File: src/rtl/rx78_pixel_fetch.sv
// rx78_pixel_fetch: fetches three VRAM bit-planes per 8-pixel group one group ahead of the
// beam and serialises them into 3-bit colour indices aligned with the delayed blank/sync.
module rx78_pixel_fetch #(
  parameter int HSTART = 32,
  parameter int VSTART = 20,
  parameter int HACT   = 192,
  parameter int VACT   = 184
) (
  input  logic        clk,
  input  logic        reset,
  input  logic [8:0]  hcount,
  input  logic [8:0]  vcount,
  input  logic        hb_in,
  input  logic        vb_in,
  input  logic        hs_in,
  input  logic        vs_in,
  input  logic        page,
  input  logic [2:0]  border,
  output logic [15:0] vram_addr,
  output logic        vram_rd,
  input  logic [7:0]  vram_dout,
  output logic [2:0]  pix,
  output logic        active,
  output logic        hb,
  output logic        vb,
  output logic        hs,
  output logic        vs
);

  typedef enum logic [2:0] {IDLE = 3'd0, RD0 = 3'd1, RD1 = 3'd2, RD2 = 3'd3, CAP = 3'd4} state_t;

  localparam logic [9:0] H_FETCH0    = 10'(HSTART - 8);
  localparam logic [9:0] H_FETCH_END = 10'(HSTART + HACT - 8);
  localparam logic [9:0] H_ACT0      = 10'(HSTART);
  localparam logic [9:0] H_ACT_END   = 10'(HSTART + HACT);
  localparam logic [9:0] V_ACT0      = 10'(VSTART);
  localparam logic [9:0] V_ACT_END   = 10'(VSTART + VACT);

  state_t      state, state_next;
  logic [9:0]  h_ext, v_ext, fetch_rel, row;
  logic [12:0] row_ext, offset, offset_hold;
  logic [2:0]  col_bit;
  logic        line_act, fetch_slot, fetch_go, col_act, load;
  logic        armed, page_hold;
  logic [7:0]  lat0, lat1, lat2, sr0, sr1, sr2, cur0, cur1, cur2;
  logic        rd_next, cap0, cap1, cap2;
  logic [15:0] addr_next;

  assign h_ext      = {1'b0, hcount};
  assign v_ext      = {1'b0, vcount};
  assign line_act   = (v_ext >= V_ACT0) && (v_ext < V_ACT_END);
  assign fetch_rel  = h_ext - H_FETCH0;
  assign fetch_slot = line_act && (h_ext >= H_FETCH0) && (h_ext < H_FETCH_END)
                      && (fetch_rel[2:0] == 3'd0);
  // After a reset, fetching only resumes at the first group of an active line.
  assign fetch_go   = fetch_slot && (armed || (h_ext == H_FETCH0)) && (state == IDLE);
  assign row        = v_ext - V_ACT0;
  assign row_ext    = {3'd0, row};
  assign offset     = (row_ext << 4) + (row_ext << 3) + {6'd0, fetch_rel[9:3]};
  assign col_act    = line_act && (h_ext >= H_ACT0) && (h_ext < H_ACT_END);
  assign col_bit    = h_ext[2:0] - H_ACT0[2:0];
  assign load       = col_act && (col_bit == 3'd0);
  assign cur0       = load ? lat0 : {1'b0, sr0[7:1]};
  assign cur1       = load ? lat1 : {1'b0, sr1[7:1]};
  assign cur2       = load ? lat2 : {1'b0, sr2[7:1]};

  always_ff @(posedge clk) begin
    if (reset) state <= IDLE;
    else       state <= state_next;
  end

  always_comb begin
    state_next = state;
    case (state)
      IDLE: begin
        if (fetch_go) state_next = RD0;
        else          state_next = IDLE;
      end
      RD0:     state_next = RD1;
      RD1:     state_next = RD2;
      RD2:     state_next = CAP;
      CAP:     state_next = IDLE;
      default: state_next = IDLE;
    endcase
  end

  // Read data trails the strobe by one cycle, so each plane is captured two states later.
  always_comb begin
    rd_next   = 1'b0;
    addr_next = vram_addr;
    cap0      = 1'b0;
    cap1      = 1'b0;
    cap2      = 1'b0;
    case (state)
      IDLE: begin
        if (fetch_go) begin
          rd_next   = 1'b1;
          addr_next = {page, 2'd0, offset};
        end else begin
          rd_next   = 1'b0;
        end
      end
      RD0: begin
        rd_next   = 1'b1;
        addr_next = {page_hold, 2'd1, offset_hold};
      end
      RD1: begin
        rd_next   = 1'b1;
        addr_next = {page_hold, 2'd2, offset_hold};
        cap0      = 1'b1;
      end
      RD2:     cap1 = 1'b1;
      CAP:     cap2 = 1'b1;
      default: rd_next = 1'b0;
    endcase
  end

  always_ff @(posedge clk) begin
    if (reset) begin
      vram_addr   <= 16'd0;
      vram_rd     <= 1'b0;
      armed       <= 1'b0;
      page_hold   <= 1'b0;
      offset_hold <= 13'd0;
      lat0 <= 8'd0; lat1 <= 8'd0; lat2 <= 8'd0;
      sr0  <= 8'd0; sr1  <= 8'd0; sr2  <= 8'd0;
      pix    <= 3'd0;
      active <= 1'b0;
      hb <= 1'b1; vb <= 1'b1; hs <= 1'b1; vs <= 1'b1;
    end else begin
      vram_addr <= addr_next;
      vram_rd   <= rd_next;
      if (fetch_go) begin
        armed       <= 1'b1;
        page_hold   <= page;
        offset_hold <= offset;
      end
      if (cap0) lat0 <= vram_dout;
      if (cap1) lat1 <= vram_dout;
      if (cap2) lat2 <= vram_dout;
      if (col_act) begin
        sr0 <= cur0;
        sr1 <= cur1;
        sr2 <= cur2;
      end
      if (col_act && armed) begin
        pix    <= {cur2[0], cur1[0], cur0[0]};
        active <= 1'b1;
      end else begin
        pix    <= border;
        active <= 1'b0;
      end
      hb <= hb_in; vb <= vb_in; hs <= hs_in; vs <= vs_in;
    end
  end

endmodule

File: config.mk
export PLATFORM = sky130hd
export DESIGN_NAME = rx78_pixel_fetch
export DESIGN_NICKNAME = d
export VERILOG_FILES = /design/src/rtl/rx78_pixel_fetch.sv
export SDC_FILE = /design/constraint.sdc
export NUM_CORES = 1
export LEC_CHECK = 0
export BUFFER_PORTS_ARGS = -buffer_cell sky130_fd_sc_hd__buf_2
export CAP_MARGIN = 20
export CORE_MARGIN = 5
export CORE_UTILIZATION = 40
export DETAILED_ROUTE_END_ITERATION = 7
export PLACE_DENSITY_LB_ADDON = 0.1
export SLEW_MARGIN = 5
export SYNTH_ARGS = -nofsm -noshare
export SYNTH_HDL_FRONTEND = slang
export SYNTH_SLANG_ARGS = --single-unit
File: constraint.sdc
create_clock -name clk -period 3.6 [get_ports clk]
set_input_delay 0.54 -clock clk [delete_from_list [all_inputs] [get_ports clk]]
set_output_delay 0.54 -clock clk [all_outputs]
set_load 0.05 [all_outputs]
Yosys cells after proc, flatten, opt, wreduce, memory -nomap -nowiden. Index checks and enable logic that the tools add are counted.

Eq/ne operators: 6. Reductions and logical operators: 17. Add/sub/neg operators: 4. Magnitude comparators: 6. Multiplexer cells: 14.

Operators by type and width (number): $pmux W16 S3 (1); $lt A9 B8 Y1 const B (3); $mux W8 (3); $sub A9 B5 Y10 const B (2); $ge A9 B5 Y1 const B (2); $mux W16 (1); $add A13 B13 Y13 (1); $add A13 B7 Y13 (1); $pmux W3 S4 (1); $logic_and A1 B1 Y1 (10); $eq A9 B5 Y1 const B (1); $ge A9 B6 Y1 const B (1); $logic_not A3 Y1 (3); $eq A3 B2 Y1 const B (2); $mux W1 (6); $eq A3 B1 Y1 const B (1); $eq A3 B3 Y1 const B (1); $mux W3 (1); $reduce_bool A3 Y1 (1); $ne A2 B2 Y1 const B (1); $pmux W1 S2 (1); $reduce_and A2 Y1 (1); $reduce_or A2 Y1 (1); $logic_or A1 B1 Y1 (1).

Word-level logic and storage cells: 65. Register bits: 91. Bits of input ports: 36. Output and inout bits: 25.

Logic depth before layout (Yosys ltp). Gate-level depths: netlist of run 1.

Word-level depth: 9. Depth in mapped cells: 13. Gate-level depth less buffers: 13.

Worst setup path after synthesis of run 1. No wires, ideal clock.

Kind: input port to flip-flop. Start: input port hcount[3]. End: register vram_addr[12]. Library setup time: 0.133 ns. Cell stages on the path: 13. Data arrival time: 3.150 ns. Path buffers: 0. Required time: 3.467 ns. Path slack: 0.316 ns. Path through: ha_1 -> nor3_1 -> xnor2_1 -> fa_1 -> inv_1 -> ha_1 -> fa_1 -> a211oi_1 -> o21bai_1 -> a21oi_1 -> a21oi_1 -> xnor2_1 -> o221ai_2.

Cells in the longest elaborated chain, start to end: 8. Elaborated cells on any way between the ends: 15. Classes of those cells: 2 x add/sub; 2 x order compare; 2 x eq/ne; 2 x mux; 7 x reduce/logical.

RTL lines: start: declaration (RTL line 11) `input logic [8:0] hcount,`; parallel branches: the longest is 8 deep, another holds $add A13 B7 Y13; end signal: assignment (RTL line 131) `vram_addr <= addr_next;`; end: declaration (RTL line 19) `output logic [15:0] vram_addr,`.

Several ways; the timed one is not identified. The select of a mux whose other input is x is not followed. A chain may end at the register's enable or synchronous reset.

Worst setup path in the final report of run 1.
Start: input port hcount[3]. End: register offset_hold[12].

Cells in the longest elaborated chain, start to end: 6. Elaborated cells on any way between the ends: 11. Classes of those cells: 2 x add/sub; 2 x order compare; 1 x eq/ne; 6 x reduce/logical.

RTL lines: parallel branches: the longest is 6 deep, another holds $add A13 B7 Y13; end signal: assignment (RTL line 136) `offset_hold <= offset;`; end: declaration (RTL line 41) `logic [12:0] row_ext, offset, offset_hold;`.

Several ways; the timed one is not identified.

==> results of run 1 <==
[worst min path at each step]
stage / slack (ns) / end / start / depth (start not counted)
after floorplan: 0.44 / lat0[0]$_SDFFE_PP0N_ / lat0[0]$_SDFFE_PP0N_ / 2
after global placement: 0.44 / vram_addr[0]$_SDFFE_PP0P_ / vram_addr[0]$_SDFFE_PP0P_ / 2
after detailed placement: 0.45 / vram_addr[0]$_SDFFE_PP0P_ / vram_addr[0]$_SDFFE_PP0P_ / 2
after CTS: 0.36 / vb$_SDFF_PP1_ / vb_in / 2
after global routing: 0.36 / vs$_SDFF_PP1_ / vs_in / 2
final: 0.37 / vb$_SDFF_PP1_ / vb_in / 2
[state kept, by name, summed over array words and instances, names as in the netlist, 3 cells and up]
name	flops
lat0	8
lat1	8
lat2	8
offset_hold	13
pix	3
sr0	7
sr1	7
sr2	7
state	3
vram_addr	16
[metrics by stage]
step | total power [mW] | utilization | worst slack (ns)
5_1_grt | 2.13 | 0.460 | 0.238
6_report | 2.01 | 0.460 | 0.420
4_1_cts | 2.05 | 0.460 | 0.391
3_5_place_dp | 1.41 | 0.444 | 0.0155
2_1_floorplan | 1.31 | - | 0.316
3_3_place_gp | 1.41 | 0.444 | 0.141
[layout make-up]
type | instances | area [um2] | area share
sequential | 88 | 1760 | 0.356
clock buffer | 10 | 128 | 0.0258
inverter | 14 | 52.6 | 0.0106
clock inverter | 6 | 50.0 | 0.0101
timing repair buffer | 67 | 365 | 0.0738
multi-input combinational | 337 | 2410 | 0.488
tap | 140 | 175 | 0.0354
[worst reg2reg max path: cells and delay by family (launching register included)]
family / cells / cell delay (ns)
AND/OR/NAND/NOR: 2 / 0.81
flip-flops: 1 / 0.39
AO/OA/AOI/OAI: 4 / 1.27
[Yosys cell counts (all sizes together) (2+ instances only)]
master  number  area [um2]
buf         12        80.1
nor3         7        45.0
ha          19         238
o21ai        7        38.8
clkbuf      17        63.8
nor2b        2        12.5
xor2         4        35.0
nand2       46         173
a311oi      10         155
or2          4        25.0
xnor2       14         123
nand2b       8        50.1
or3          2        17.5
fa           3        60.1
nor2        71         269
and2         2        12.5
nand3b       2        15.0
o21bai       3        22.5
dfxtp       88        1760
a21oi       27         143
mux2i       48         480
nor4         4        46.3
nand3        4        25.0
o211ai       2        15.0
inv         14        52.6
a21o         3        22.5
o31ai        3        22.5
a31oi        2        27.5
a211oi      26         195
[routing by layer]
layer | part of all wire | up-vias
li1 | - | 1740
met5 | 0 | -
met2 | 0.43 | 65
met1 | 0.51 | 1485
met3 | 0.047 | 7
met4 | 0.0093 | 0
[power groups by stage]
| stage | combinational, mW | clock, mW | sequential, mW |
|---|---|---|---|
| global route | 0.442 | 0.684 | 1.00 |
| finish | 0.390 | 0.628 | 0.997 |
| global placement | 0.386 | 0 | 1.02 |
| detailed placement | 0.389 | 0 | 1.02 |
| floorplan | 0.273 | 0 | 1.04 |
| CTS | 0.393 | 0.655 | 0.998 |
[cell usage in the layout, fill, tap and decap left out, types with 2 or more instances in the layout]
| cell | n |
|---|---|
| a211oi_1 | 26 |
| a21o_1 | 3 |
| a21oi_1 | 25 |
| a21oi_2 | 2 |
| a311oi_2 | 8 |
| and2_1 | 2 |
| buf_2 | 60 |
| buf_4 | 6 |
| clkbuf_8 | 9 |
| dfxtp_1 | 88 |
| fa_1 | 3 |
| ha_1 | 19 |
| inv_1 | 14 |
| inv_6 | 2 |
| mux2i_1 | 48 |
| nand2_1 | 46 |
| nand2b_1 | 8 |
| nand3_1 | 3 |
| nand3b_1 | 2 |
| nor2_1 | 70 |
| nor2b_1 | 2 |
| nor3_1 | 5 |
| nor3_4 | 2 |
| nor4_1 | 2 |
| o211ai_1 | 2 |
| o21ai_0 | 3 |
| o21ai_1 | 3 |
| o21bai_1 | 3 |
| o31ai_1 | 3 |
| or2_2 | 4 |
| xnor2_1 | 14 |
| xor2_1 | 4 |
[cells by family after synthesis]
logic type / Yosys count / synth area share
AND/OR/NAND/NOR: 157 / 0.170
AO/OA/AOI/OAI: 92 / 0.166
flip-flops: 88 / 0.404
multiplexers: 48 / 0.110
buffers and inverters: 43 / 0.0450
adder cells (fa/ha/maj): 22 / 0.0683
XOR/XNOR: 18 / 0.0362
==> reports/results.txt, run 1 <==
Status -> complete, no violations
Min Hold Slack -> 0.373 ns
Fmax -> 0.315 GHz
DP Area -> 4770 um2
Worst-path cell chain -> buf_2 > ha_1 > nor3_1 > xnor2_1 > fa_1 > inv_1 > ha_1 > fa_1 > a211oi_1 > o21bai_1 > a21oi_1 > a21oi_1 > xnor2_1 > o31ai_1
GRT overflow -> 0
Wire length per cell -> 14.5 um
Setup violation total in the final timing report -> 0
Initial Utilization -> 0.406
Met3 GRT Util -> 0.0291
Met2 Use GR -> 0.232
Sequential share of power -> 0.495
Final worst path period share -> 0.883
Vias/cell -> 4.98
Num ports -> 61
Syn_nets -> 526
Internal power -> 1.41 mW
Antenna cells -> 0
Number of port buffers -> 60
Count of cell types in the netlist -> 58
Total CTS buffers -> 9
Largest net degree at the start of global routing -> 49
# rows -> 38
WL final -> 9600 um
Area Growth Syn to Fin -> 13.5%
Finished Layout Cells -> 662
Die boundary width -> 114 um
Filler instances -> 1097
Setup Buffers After CTS -> 0
R2R Path Start -> state[1]$_SDFF_PP0_
RSZ-0062 raised after global routing -> no
FFs w/ async S/R, synth -> 0
CTS tree -> built
Leak -> 2.01 nW
Post-CTS Hold Buffers -> 0
Synth Area per Inst -> 9.32 um2
Die Ht -> 114 um
Synthesized netlist cell count -> 468
Power Dens Cells -> 407 nW/um2
Fin. Hold Viols -> 0
CP startpoint kind -> primary input
RePlAce Congestion -> 0.799
Clock Latency Late Sink -> 0.36 ns
Share of cells above drive strength 1 -> 0.211
Worst setup path end -> offset_hold[12]$_SDFFE_PP0P_
Synthesized flop and latch total -> 88
Clock Path Buffers -> 2
H-Tree Depth -> 3
Worst path bufs/invs -> 2
Fin area -> 4950 um2
Arr. time, crit path -> 3.43 ns
Post-CTS resize count -> 0
Comb power frac -> 0.193
Slowest cell on crit path -> fa_1
Psw -> 0.604 mW
Switching share of power -> 0.300
Ys Warns -> 0
Router iterations before antenna repair -> 4
Crit path max-delay family -> adder cells
Critical Path Start -> hcount[3]
Via count -> 3297
Max incr delay on CP -> 0.48 ns
Post-synth EDFFs -> 0
DRC -> 0
Die footprint -> 13100 um2
Seq/Total Area, Yosys -> 0.404
Max-slew headroom -> 0.432
GRT Max-Usage Layer -> met2
Max Clock Skew -> 0.0112 ns
CP Capture Type -> flop
CP required -> 3.85 ns
Critical path class -> primary input to flop
GRT Overall Usage -> 0.155
Detail Route Antenna Nets -> 0
Met1 Usage GRT -> 0.226
FF-to-FF path depth -> 6
TNS Setup -> 0 ns
Clock slew at reported path FFs -> 0.09 ns
Clock power share -> 0.312
Top_reg_cell synth -> dfxtp_1
Core area -> 10700 um2
Synthesized area -> 4360 um2
Reg-to-reg slack, setup -> 1.06 ns
HP Class -> primary input to flop
Initial antenna violation count -> 0
Iteration-0 DRC Markers -> 193
Slew Limit Fails -> 0
Root Buffer -> clkbuf_8
Vias in the first global route -> 3203
DP Wirelength -> 6850 um
Placed insts -> 646
First-pass GRT wire length -> 16300 um
Critical-path maximum fanout -> 4
Nets -> 575
Maximum vdd ir drop -> 0.000141 V
Min Tclk post-route -> 3.18 ns
Crit Reg-Reg Endpoint -> vram_addr[0]$_SDFFE_PP0P_
Worst slew pin tran -> 0.846 ns
Clock sinks -> 88
Max Cap Viol -> 0
WP depth -> 14
(Power assumes the default switching activity.)
==> run 2, diff against run 1 <==
- CELL_PAD_IN_SITES_DETAIL_PLACEMENT: not set -> 1
- CELL_PAD_IN_SITES_GLOBAL_PLACEMENT: not set -> 2
- CORE_UTILIZATION: 40 -> 35
==> run 2 against run 1 <==
Against the previous run: utilization shrank 4.0 points; combinational power grew 4%; wire length grew 12%; fmax shrank 1.8%; die area grew 13%; flip-flop and latch count is the same; hold slack gained 0.0015 ns; non-clock buffer count grew 3.
==> reports/results.txt, run 2 (synthesized netlist as in run 1, its figures left out) <==
WL final -> 10800 um (+12%)
Filler instances -> 1440 (+31%)
Top Registers -> vram_addr x16, offset_hold x13
Status -> complete, no violations
Largest net degree at the start of global routing -> 43 (-12%)
Die footprint -> 14800 um2 (+13%)
Total CTS buffers -> 9 (unchanged)
Setup Buffers After CTS -> 0 (unchanged)
Max-slew headroom -> 0.483 (+0.0519)
Worst slew pin tran -> 0.768 ns (-0.0772 ns)
Via count -> 3456 (+4.8%)
Comb power frac -> 0.176 (-0.017)
Wire length per cell -> 15.6 um (+7.3%)
Slowest cell on crit path -> fa_1
Clock slew at reported path FFs -> 0.07 ns (-0.02 ns)
Top reg by flops -> vram_addr
Crit path max-delay family -> adder cells
Worst path bufs/invs -> 2 (unchanged)
Critical-path maximum fanout -> 4 (unchanged)
TNS Setup -> 0 ns (unchanged)
Arr. time, crit path -> 3.46 ns (+0.03 ns)
Slew Limit Fails -> 0 (unchanged)
Psw -> 0.670 mW (+11%)
Nets -> 578 (+0.52%)
Clock Latency Late Sink -> 0.34 ns (-0.02 ns)
CP required -> 3.82 ns (-0.03 ns)
Post-CTS Hold Buffers -> 0 (unchanged)
Finished Layout Cells -> 693 (+4.7%)
FF-to-FF path depth -> 7 (+1)
Commonest non-fill, non-tap cell in the layout -> dfxtp_1
Iteration-0 DRC Markers -> 124 (-36%)
Worst-path cell chain -> buf_2 > ha_1 > nor3_1 > xnor2_1 > fa_1 > inv_1 > ha_1 > fa_1 > a211oi_1 > o21bai_1 > a21oi_1 > a21oi_1 > xnor2_1 > o221ai_2
Initial antenna violation count -> 0 (unchanged)
Max Clock Skew -> 0.00787 ns (-0.00331 ns)
Initial Utilization -> 0.360 (-0.0458)
Die boundary width -> 122 um (+6.3%)
Detail Route Antenna Nets -> 0 (unchanged)
CP Capture Type -> flop
GRT Overall Usage -> 0.150 (-0.00514)
Max Cap Viol -> 0 (unchanged)
Placed insts -> 677 (+4.8%)
DRC -> 0 (unchanged)
Antenna cells -> 0 (unchanged)
Root Buffer -> clkbuf_16
Power Dens Cells -> 451 nW/um2 (+11%)
Number of port buffers -> 60 (unchanged)
Fmax -> 0.309 GHz (-1.8%)
Sequential share of power -> 0.434 (-0.061)
Clock Path Buffers -> 2 (unchanged)
Num ports -> 61 (unchanged)
CP startpoint kind -> primary input
CTS tree -> built
Vias in the first global route -> 3409 (+6.4%)
Maximum vdd ir drop -> 0.000206 V (+46%)
Final worst path period share -> 0.900 (+0.0166)
First-pass GRT wire length -> 17600 um (+8.2%)
Leak -> 2.06 nW (+2.6%)
# rows -> 40 (+5.3%)
Min Tclk post-route -> 3.24 ns (+0.0596 ns)
HP Class -> primary input to flop
WP depth -> 14 (unchanged)
RSZ-0062 raised after global routing -> no
Internal power -> 1.63 mW (+15%)
Most frequent cells in the layout -> dfxtp_1, nor2_1, buf_2
Hold Path Cell Cnt -> 2 (unchanged)
Setup violation total in the final timing report -> 0 (unchanged)
GRT overflow -> 0 (unchanged)
Max incr delay on CP -> 0.48 ns (about the same)
Critical path class -> primary input to flop
Clock power share -> 0.390 (+0.078)
Max FFs per register -> 16 (unchanged)
Share of cells above drive strength 1 -> 0.215 (+0.00451)
RePlAce Congestion -> 0.786 (-1.6%)
Switching share of power -> 0.291 (-0.00861)
Post-CTS resize count -> 0 (unchanged)
Router iterations before antenna repair -> 4 (unchanged)
Core area -> 12100 um2 (+13%)
Vias/cell -> 4.99 (+0.13%)
Area Growth Syn to Fin -> 16.9%
H-Tree Depth -> 3 (unchanged)
DP Wirelength -> 7660 um (+12%)
Clock sinks -> 88 (unchanged)
Fin. Hold Viols -> 0 (unchanged)
Die Ht -> 122 um (+6.3%)
-- run 2: worst paths after layout --
kind                                           startpoint                          to  slack, ns
worst max-delay path                            hcount[3]  vram_addr[12]$_SDFFE_PP0P_       0.36
worst min-delay path                                vb_in               vb$_SDFF_PP1_       0.37
worst max register to register        state[1]$_SDFF_PP0_   vram_addr[4]$_SDFFE_PP0P_       1.19
worst min register to register  vram_addr[0]$_SDFFE_PP0P_   vram_addr[0]$_SDFFE_PP0P_       0.45
-- run 2: power by group through the flow --
stage | clock [mW] | combinational, mW | sequential, mW
floorplan | 0 | 0.273 | 1.04
global placement | 0 | 0.403 | 1.02
detailed placement | 0 | 0.406 | 1.02
CTS | 0.931 | 0.409 | 0.998
global route | 0.976 | 0.450 | 1.00
finish | 0.896 | 0.404 | 0.998
-- run 2: layout make-up --
class,instances,area [um2],share of cell area
Multi-Input combinational cell,337,2410,0.474
Tap cell,168,210,0.0412
Clock inverter,6,52.6,0.0103
Timing Repair Buffer,70,375,0.0737
Sequential cell,88,1760,0.346
Inverter,14,52.6,0.0103
Clock buffer,10,229,0.0449
-- run 2: layer usage --
metal  global-route usage  share of wire
met1                0.210           0.51
met2                0.225           0.43
met4               0.0476          0.013
met5                    0              0
met3               0.0385          0.043
-- run 2: per-stage QoR --
| stage | hold slack, ns | worst slack, ns | util | total power, mW | cell area (um2) |
|---|---|---|---|---|---|
| floorplan | 0.436 | 0.316 | - | 1.31 | 4360 |
| global placement | 0.444 | 0.0975 | 0.398 | 1.42 | 4810 |
| detailed placement | 0.450 | 0.0250 | 0.398 | 1.43 | 4810 |
| CTS | 0.363 | 0.371 | 0.421 | 2.34 | 5100 |
| global route | 0.355 | 0.0513 | 0.421 | 2.43 | 5100 |
| finish | 0.375 | 0.361 | 0.421 | 2.30 | 5100 |
